`config.mk`:
```
export PLATFORM = sky130hd
export DESIGN_NAME = imem_responder
export DESIGN_NICKNAME = d
export VERILOG_FILES = /design/src/rtl/imem_responder.sv
export SDC_FILE = /design/constraint.sdc
export NUM_CORES = 2
export LEC_CHECK = 0
export ABC_AREA = 1
export CAP_MARGIN = 30
export CORE_MARGIN = 3
export CORE_UTILIZATION = 50
export DETAILED_ROUTE_END_ITERATION = 16
export PLACE_DENSITY = 0.66
export SLEW_MARGIN = 5
export SYNTH_ARGS = -nofsm -noshare
export SYNTH_HDL_FRONTEND = slang
export SYNTH_SLANG_ARGS = --single-unit
```
`constraint.sdc`:
```
create_clock -name clk -period 4.66 [get_ports clk]
set_input_delay 0.932 -clock clk [delete_from_list [all_inputs] [get_ports clk]]
set_output_delay 0.932 -clock clk [all_outputs]
set_load 0.05 [all_outputs]
```
`src/rtl/imem_responder.sv`:
```
// -----------------------------------------------------------------------------
// imem_responder
//   Responder end of the instruction-memory bus driven by the fetch stage.
//   A direct-mapped line buffer returns the instruction word in the same cycle
//   on a hit. On a miss the whole line is refilled from a slower backing memory
//   over a req/ack handshake, and stall is held high until the line is usable.
//
//   Optional feature macro: IMEM_RESPONDER_STATS_EN
//     defined   -> saturating hit/miss counters on hit_count / miss_count
//     undefined -> no counter flops, both outputs tied to zero
//
// Ports
//   clk         clock
//   reset       asynchronous, active-high reset
//   addr        fetch address (byte address, bits [1:0] ignored)
//   data        instruction word, zero when not hitting
//   stall       high while data is not valid (fetch holds PC)
//   flush       invalidate all lines
//   mem_req     backing read request, held high for the whole refill
//   mem_addr    backing byte address of the word being requested
//   mem_ack     backing read data valid this cycle
//   mem_rdata   backing read data
//   hit_count   hit statistics (zero when stats are disabled)
//   miss_count  miss statistics (zero when stats are disabled)
// -----------------------------------------------------------------------------
module imem_responder #(
  parameter int LINES          = 16,
  parameter int WORDS_PER_LINE = 4,
  parameter int ADDR_W         = 32
) (
  input  logic              clk,
  input  logic              reset,
  input  logic [ADDR_W-1:0] addr,
  output logic [31:0]       data,
  output logic              stall,
  input  logic              flush,
  output logic              mem_req,
  output logic [ADDR_W-1:0] mem_addr,
  input  logic              mem_ack,
  input  logic [31:0]       mem_rdata,
  output logic [31:0]       hit_count,
  output logic [31:0]       miss_count
);

  localparam int OFF_W = $clog2(WORDS_PER_LINE);
  localparam int IDX_W = $clog2(LINES);
  localparam int TAG_W = ADDR_W - OFF_W - IDX_W - 2;
  localparam int SEL_W = IDX_W + OFF_W;
  localparam logic [OFF_W-1:0] LAST_WORD = OFF_W'(WORDS_PER_LINE - 1);

  typedef enum logic [1:0] {
    ST_IDLE   = 2'd0,
    ST_REFILL = 2'd1,
    ST_DONE   = 2'd2
  } state_t;

  // Control state (reset)
  state_t             r_state;
  logic [LINES-1:0]   r_valid;
  logic [TAG_W-1:0]   r_miss_tag;
  logic [IDX_W-1:0]   r_miss_idx;
  logic [OFF_W-1:0]   r_word_cnt;
  logic               r_flush_pending;
  logic               r_mem_req;
  logic [ADDR_W-1:0]  r_mem_addr;

  // Storage arrays (never reset; guarded by r_valid)
  logic [TAG_W-1:0]   r_tag_ram  [LINES];
  logic [31:0]        r_data_ram [LINES*WORDS_PER_LINE];

  // Address decomposition
  logic [OFF_W-1:0]   w_offset;
  logic [IDX_W-1:0]   w_index;
  logic [TAG_W-1:0]   w_tag;
  logic [SEL_W-1:0]   w_rd_sel;
  logic [SEL_W-1:0]   w_wr_sel;
  logic               w_hit;
  logic               w_miss_start;
  logic               w_unused_addr;

  assign w_offset      = addr[2 +: OFF_W];
  assign w_index       = addr[2 + OFF_W +: IDX_W];
  assign w_tag         = addr[ADDR_W-1 -: TAG_W];
  assign w_rd_sel      = {w_index, w_offset};
  assign w_wr_sel      = {r_miss_idx, r_word_cnt};
  assign w_unused_addr = &{1'b0, addr[1:0]};

  // Hit detect: only IDLE can hit, so stall covers REFILL and DONE as well
  always_comb begin
    w_hit = 1'b0;
    if ((r_state == ST_IDLE) && r_valid[w_index] && (r_tag_ram[w_index] == w_tag)) begin
      w_hit = 1'b1;
    end else begin
      w_hit = 1'b0;
    end
  end

  // A flush in IDLE takes priority over starting a refill in the same cycle
  assign w_miss_start = (r_state == ST_IDLE) && !w_hit && !flush;

  assign data     = w_hit ? r_data_ram[w_rd_sel] : 32'h0;
  assign stall    = ~w_hit;
  assign mem_req  = r_mem_req;
  assign mem_addr = r_mem_addr;

  // Refill controller: valid bits, handshake and word sequencing
  always_ff @(posedge clk or posedge reset) begin
    if (reset) begin
      r_state         <= ST_IDLE;
      r_valid         <= '0;
      r_miss_tag      <= '0;
      r_miss_idx      <= '0;
      r_word_cnt      <= '0;
      r_flush_pending <= 1'b0;
      r_mem_req       <= 1'b0;
      r_mem_addr      <= '0;
    end else begin
      case (r_state)
        ST_IDLE: begin
          if (flush) begin
            r_valid <= '0;
          end else if (!w_hit) begin
            // Line is invalidated now so a partially refilled line never hits
            r_miss_tag         <= w_tag;
            r_miss_idx         <= w_index;
            r_valid[w_index]   <= 1'b0;
            r_word_cnt         <= '0;
            r_mem_req          <= 1'b1;
            r_mem_addr         <= {w_tag, w_index, {OFF_W{1'b0}}, 2'b00};
            r_state            <= ST_REFILL;
          end
        end
        ST_REFILL: begin
          if (flush) begin
            r_flush_pending <= 1'b1;
          end
          if (mem_ack) begin
            // Counter wraps back to zero exactly on the last word
            r_word_cnt <= r_word_cnt + OFF_W'(1);
            if (r_word_cnt == LAST_WORD) begin
              r_mem_req <= 1'b0;
              r_state   <= ST_DONE;
            end else begin
              r_mem_addr <= {r_miss_tag, r_miss_idx, r_word_cnt + OFF_W'(1), 2'b00};
            end
          end
        end
        ST_DONE: begin
          // A flush seen at any point during the refill discards every line
          if (r_flush_pending || flush) begin
            r_valid <= '0;
          end else begin
            r_valid[r_miss_idx] <= 1'b1;
          end
          r_flush_pending <= 1'b0;
          r_state         <= ST_IDLE;
        end
        default: begin
          r_state   <= ST_IDLE;
          r_mem_req <= 1'b0;
        end
      endcase
    end
  end

  // Tag array: written when a refill starts
  always_ff @(posedge clk) begin
    if (w_miss_start) begin
      r_tag_ram[w_index] <= w_tag;
    end
  end

  // Data array: each acknowledged word lands at the current word slot
  always_ff @(posedge clk) begin
    if ((r_state == ST_REFILL) && mem_ack) begin
      r_data_ram[w_wr_sel] <= mem_rdata;
    end
  end

`ifdef IMEM_RESPONDER_STATS_EN
  logic [31:0] r_hit_count;
  logic [31:0] r_miss_count;

  // Saturating statistics counters, cleared only by reset
  always_ff @(posedge clk or posedge reset) begin
    if (reset) begin
      r_hit_count  <= 32'h0;
      r_miss_count <= 32'h0;
    end else begin
      if (w_hit && !stall && (r_hit_count != 32'hFFFF_FFFF)) begin
        r_hit_count <= r_hit_count + 32'd1;
      end
      if (w_miss_start && (r_miss_count != 32'hFFFF_FFFF)) begin
        r_miss_count <= r_miss_count + 32'd1;
      end
    end
  end

  assign hit_count  = r_hit_count;
  assign miss_count = r_miss_count;
`else
  assign hit_count  = 32'h0;
  assign miss_count = 32'h0;
`endif

endmodule

```
* After elaboration in Yosys (flattened, before gate mapping)
Memories as Yosys holds them, arrays and structs flattened.
Cells that the tools add are included.
** Word-level totals
- Bits in registers :: 82
- RAM bits :: 2432
- Word-level logic and storage cells :: 90
- Memories kept :: 2
** Cells by class
- Add/subtract/negate cells :: 1
- Order comparisons :: 4
- Equality and inequality tests :: 11
- Muxes and demuxes :: 37
- Bitwise gates (word level) :: 6
- Reduce and logical (&&, ||, !) cells :: 21
** Memories
- r_data_ram :: depth 64, bits a word 32, rd ports 1, clocked after memory_dff 0, write ports 1, RTL line 69 : logic [31:0] r_data_ram [LINES*WORDS_PER_LINE];
- r_tag_ram :: depth 16, bits a word 24, rd ports 1, clocked after memory_dff 0, write ports 1, RTL line 68 : logic [TAG_W-1:0] r_tag_ram [LINES];
** Operator list (count)
- 2-to-1 mux 32 bit :: 5
- one-hot mux 32 bit (2 select lines) :: 1
- 2-to-1 mux 16 bit :: 3
- one-hot mux 16 bit (2 select lines) :: 1
- equality test 24 bit :: 1
- AND 16 bit :: 1
- inverter 16 bit :: 1
- bitwise OR 16 bit :: 1
- 2-to-1 mux 2 bit :: 7
- 2-to-1 mux 1 bit :: 13
- != test 2 bit, second input constant :: 6
- less-than comparator 4 x 5 -> 1 bit, second input constant :: 2
- AND reduction 5 bit :: 2
- demux 1 bit (select 4 bit) :: 2
- >= comparator 4 x 1 -> 1 bit, second input constant :: 2
- one-hot mux 2 bit (2 select lines) :: 2
- AND reduction 4 bit :: 2
- logical AND 1 bit :: 7
- nonzero test 2 bit :: 3
- binary-select mux 1 bit (select 4 bit) :: 1
- equality test 2 bit, second input constant :: 2
- AND reduction 2 bit :: 2
- != test 3 bit, second input constant :: 1
- inverter 1 bit :: 3
- other kinds (8) :: 9

* Longest topological paths before layout
- Word-level depth :: 10
- Mapped depth :: 22
- Depth with buffers taken out :: 19

* Worst setup path before layout
Ideal clock, no wire load.
- Path kind :: input-to-output
- From :: input addr[7]
- To :: output data[22]
- Data arrival time :: 3725 ps
- Required time :: 3728 ps
- Setup slack :: 3 ps
- Stages :: 16
- Buffers on the path :: 3
- Cells stage by stage :: buf_2 -> nand2_2 -> clkinv_1 -> clkbuf_1 -> nand2_1 -> nand2_1 -> o21bai_1 -> nand2_1 -> nor2_1 -> nand2_1 -> nor2_1 -> inv_1 -> nor2_1 -> nand2_1 -> clkbuf_1 -> nor3_1
** On the way
- Longest elaborated chain between the ends :: 6
- Elaborated cells between the ends (all ways) :: 9
- Classes of those cells :: 1 x eq/ne; 4 x mux; 2 x reduce/logical; 2 x memory
** Ends and longest elaborated chain
- from (decl) :: RTL line 33 : input logic [ADDR_W-1:0] addr,
- branches (longest 5 deep; another with memory read (16 x 24 bit))
- 2-to-1 mux 32 bit (*) :: RTL line 101 : assign data = w_hit ? r_data_ram[w_rd_sel] : 32'h0;
- to (decl) :: RTL line 34 : output logic [31:0] data,
Every way passes the cells marked *. The select of a mux whose other input is x is not followed.

* Final worst setup path
- From :: input addr[2]
- To :: output data[23]
** On the way
- Longest elaborated chain between the ends :: 2
** Ends and longest elaborated chain (RTL line)
- memory read (64 x 32 bit)
- 2-to-1 mux 32 bit :: 101
No other way between the ends.

==> results.py <==
metrics = {
    "status": {
        "status": "completed",
    },
    "clocking": {
        "cts_hold_buf": 0,
        "root_buffer": "clkbuf_16",
        "clk_pin_slew_ps": 60,
        "cts_max_level": 5,
        "clock_latency_ps": 930,
        "cts_tree": "yes",
        "cts_inserted_buffers": 275,
        "clock-sinks": 2512,
        "clk_path_buf_depth": 4,
    },
    "power": {
        "p_sw_share_pct": 25.1,
        "seqPwrFrac_pct": 49.8,
        "ir_worst_vdd_mv": 0.419,
        "p_leak_nw": 41.8,
        "total_power_mw": 51.6,
        "clkPwrFrac_pct": 38.8,
        "p_per_area_nw_per_um2": 435,
        "intPower_mw": 38.7,
        "p_comb_share_pct": 11.4,
        "p_switching_mw": 12.9,
    },
    "setup_path": {
        "path_max_fanout": 38,
        "r2r-start": "r_tag_ram[7][17]$_DFFE_PP_",
        "critPathLaunchType": "input port",
        "rr_endpoint": "r_tag_ram[9][11]$_DFFE_PP_",
        "cp_data_arrival_time_ps": 3650,
        "crit_required_ps": 3730,
        "regToRegSetupSlack_ps": 1330,
        "reg2reg_depth": 19,
        "critPathKind": "in2out",
        "end_kind": "output pin",
    },
    "drt": {
        "ant_nets": 0,
        "first_pass_iters": 9,
        "route.detailed.drc": 0,
        "viasPerCell": 6.23,
        "wirelength_um": 324000,
        "drt-initial-drc-count": 10700,
        "routedWlPerCell_um": 28.9,
        "vias": 69800,
    },
    "synth": {
        "synth-edff-count": 2432,
        "synth_ff_type": "edfxtp_1",
        "async_flop_share_pct": 3.18,
        "syn_area_per_cell_um2": 12.8,
        "synth_cell_types": 47,
        "yosysMostFrequentCell": "nand2_1",
        "yosys-top-cells-area": "edfxtp_1, nand2_1, a21oi_1",
        "synth_top_area_share_pct": 73.1,
        "ys_warn_count": 0,
        "synth-seq-cells": 2512,
        "synthTopCellsByCount": "nand2_1, edfxtp_1, a21oi_1, clkbuf_1, nor2_1",
        "synth_top_cell_by_area": "edfxtp_1",
        "ys_seq_area_share_pct": 75.1,
        "synth_area_um2": 100000,
        "postSynthCellCount": 7821,
    },
    "placement": {
        "pre_cts_ws_ps": -380,
        "port_buffers": 129,
        "gp_congestion": 0.938,
        "hpwl_um": 190000,
    },
    "global_route": {
        "overflow": 0,
        "antenna_found_initial": 25,
        "grt_use_total_pct": 30.8,
        "grt_max_degree": 102,
        "grt_pass1_vias": 65100,
        "grt_first_pass_wirelength_um": 457000,
    },
    "floorplanning": {
        "die_area_um2": 205000,
        "start_util_pct": 50.5,
        "rows": 163,
        "die_h_um": 453,
        "io_pins": 198,
        "core-area_um2": 198000,
        "die_w_um": 453,
    },
    "sta": {
        "relSlewSlack_pct": 31.3,
        "post-route-period-util_pct": 98.3,
        "finalSetupTns_ps": 0,
        "fin_crit_ps": 4580,
        "setup_ws_ps": 81.5,
        "maxClockFrequency_ghz": 0.218,
        "final_hold_viol_count": 0,
        "worstMarginPinSlew_ps": 1030,
        "clock_skew_ps": 68.0,
        "finalMaxSlewViolations": 0,
        "setup-violations-final": 0,
    },
    "finish": {
        "final_util_pct": 59.9,
        "synthToLayoutAreaGrowth_pct": 18.7,
        "fillers": 15000,
        "fin_nets": 8445,
        "layout-drive-gt1-share_pct": 14.1,
    },
    "flow_run": {
        "maxCapViolCount": 0,
    },
    "min_path": {
        "hp-class": "in2reg",
        "min_from": "mem_rdata[9]",
        "whs_endpoint": "r_data_ram[32][9]$_DFFE_PP_",
        "whs_path_depth": 1,
    },
}
-- what timing repair did --
action / CTS / global route
resized for setup: 24 / 63
pin swaps: 3 / 9
cloned: 0 / 4
setup endpoints to repair: 33 / 32
hold endpoints to repair: 0 / 0
setup buffers: 0 / 11
-- sequential cells by signal, indices dropped and copies added (netlist names) --
name / cells
r_miss_idx: 4
r_flush_pending: 1
r_state: 2
r_word_cnt: 2
r_data_ram: 2048
mem_addr: 30
r_miss_tag: 24
mem_req: 1
r_tag_ram: 384
r_valid: 16
-- layout make-up --
class / instances / area [um2] / area share [%]
Clock buffer: 339 / 7230 / 6.09
Tap cell: 2640 / 3300 / 2.78
Clock inverter: 117 / 826 / 0.696
Multi-Input combinational cell: 4721 / 23200 / 19.6
Timing Repair Buffer: 772 / 8630 / 7.27
Inverter: 94 / 404 / 0.341
Sequential cell: 2512 / 75000 / 63.2
Antenna cell: 7 / 17.5 / 0.0148
-- cell usage in the layout (no fill, tap or decap), types with 8 or more instances in the layout --
cell type	Yosys	layout
a21oi_1	794	794
a22oi_1	263	263
a32o_1	108	108
a32oi_1	127	127
buf_12	0	190
buf_16	0	13
buf_2	47	33
buf_4	72	460
buf_6	1	8
bufinv_16	0	11
clkbuf_1	342	59
clkbuf_16	0	284
clkdlybuf4s50_1	0	58
clkinv_1	10	72
clkinv_2	0	34
conb_1	1	66
dfrtp_1	80	80
edfxtp_1	2432	2432
inv_1	75	69
nand2_1	2476	2471
nand3_1	109	108
nand4_1	68	68
nor2_1	269	170
nor2_2	2	13
nor2_4	1	89
nor3_1	21	12
o21ai_0	145	142
o21ai_1	13	16
o221ai_1	27	27
o22ai_1	170	169
-- worst max-delay path, stage by stage --
cell and delay [ps]:
buf_8 180, clkinv_8 290, buf_12 240, buf_4 280
nand2_1 80, a22oi_1 200, o22ai_1 130, o21ai_0 290
buf_4 190, nand4_1 260, nor2_1 300, buf_12 170
-- logic make-up after synthesis --
group / synth area share (%)
flip-flops: 75.1
AO/OA/AOI/OAI: 10.6
other: 0.00375
AND/OR/NAND/NOR: 11.5
buffers and inverters: 2.79
adder cells (fa/ha/maj): 0.0125
-- through the flow --
stage	instances	area [um2]	hold slack [ps]
global route	11200	119000	268
global placement	10700	109000	454
finish	11200	119000	284
CTS	11200	118000	274
detailed placement	10700	110000	458
floorplan	7886	100000	449
-- routing by layer --
metal	global-route usage [%]	share of wire, %	vias up
met3	6.93	12	980
met5	0	0.027	-
met1	41.2	36	34200
met2	47.4	46	4908
li1	-	-	29700
met4	16.5	6.0	12
-- power by group through the flow --
stage	Clock (mW)	Combinational (mW)	Sequential (mW)
global placement	0	5.54	26.2
floorplan	0	2.61	26.5
global route	21.1	6.22	25.7
detailed placement	0	5.67	26.2
CTS	20.2	5.71	25.7
finish	20.0	5.86	25.7
-- worst max path at each step --
stage / cells past startpoint / startpoint / endpoint / slack [ps]
final: 12 / addr[2] / data[23] / 80
after global routing: 21 / addr[5] / data[11] / -10
after global placement: 21 / addr[6] / data[11] / -400
after floorplan: 16 / addr[7] / data[22] / 3
after CTS: 18 / addr[7] / data[11] / 5
after detailed placement: 21 / addr[6] / data[11] / -380
No activity file was read; power rests on OpenSTA's default activity.
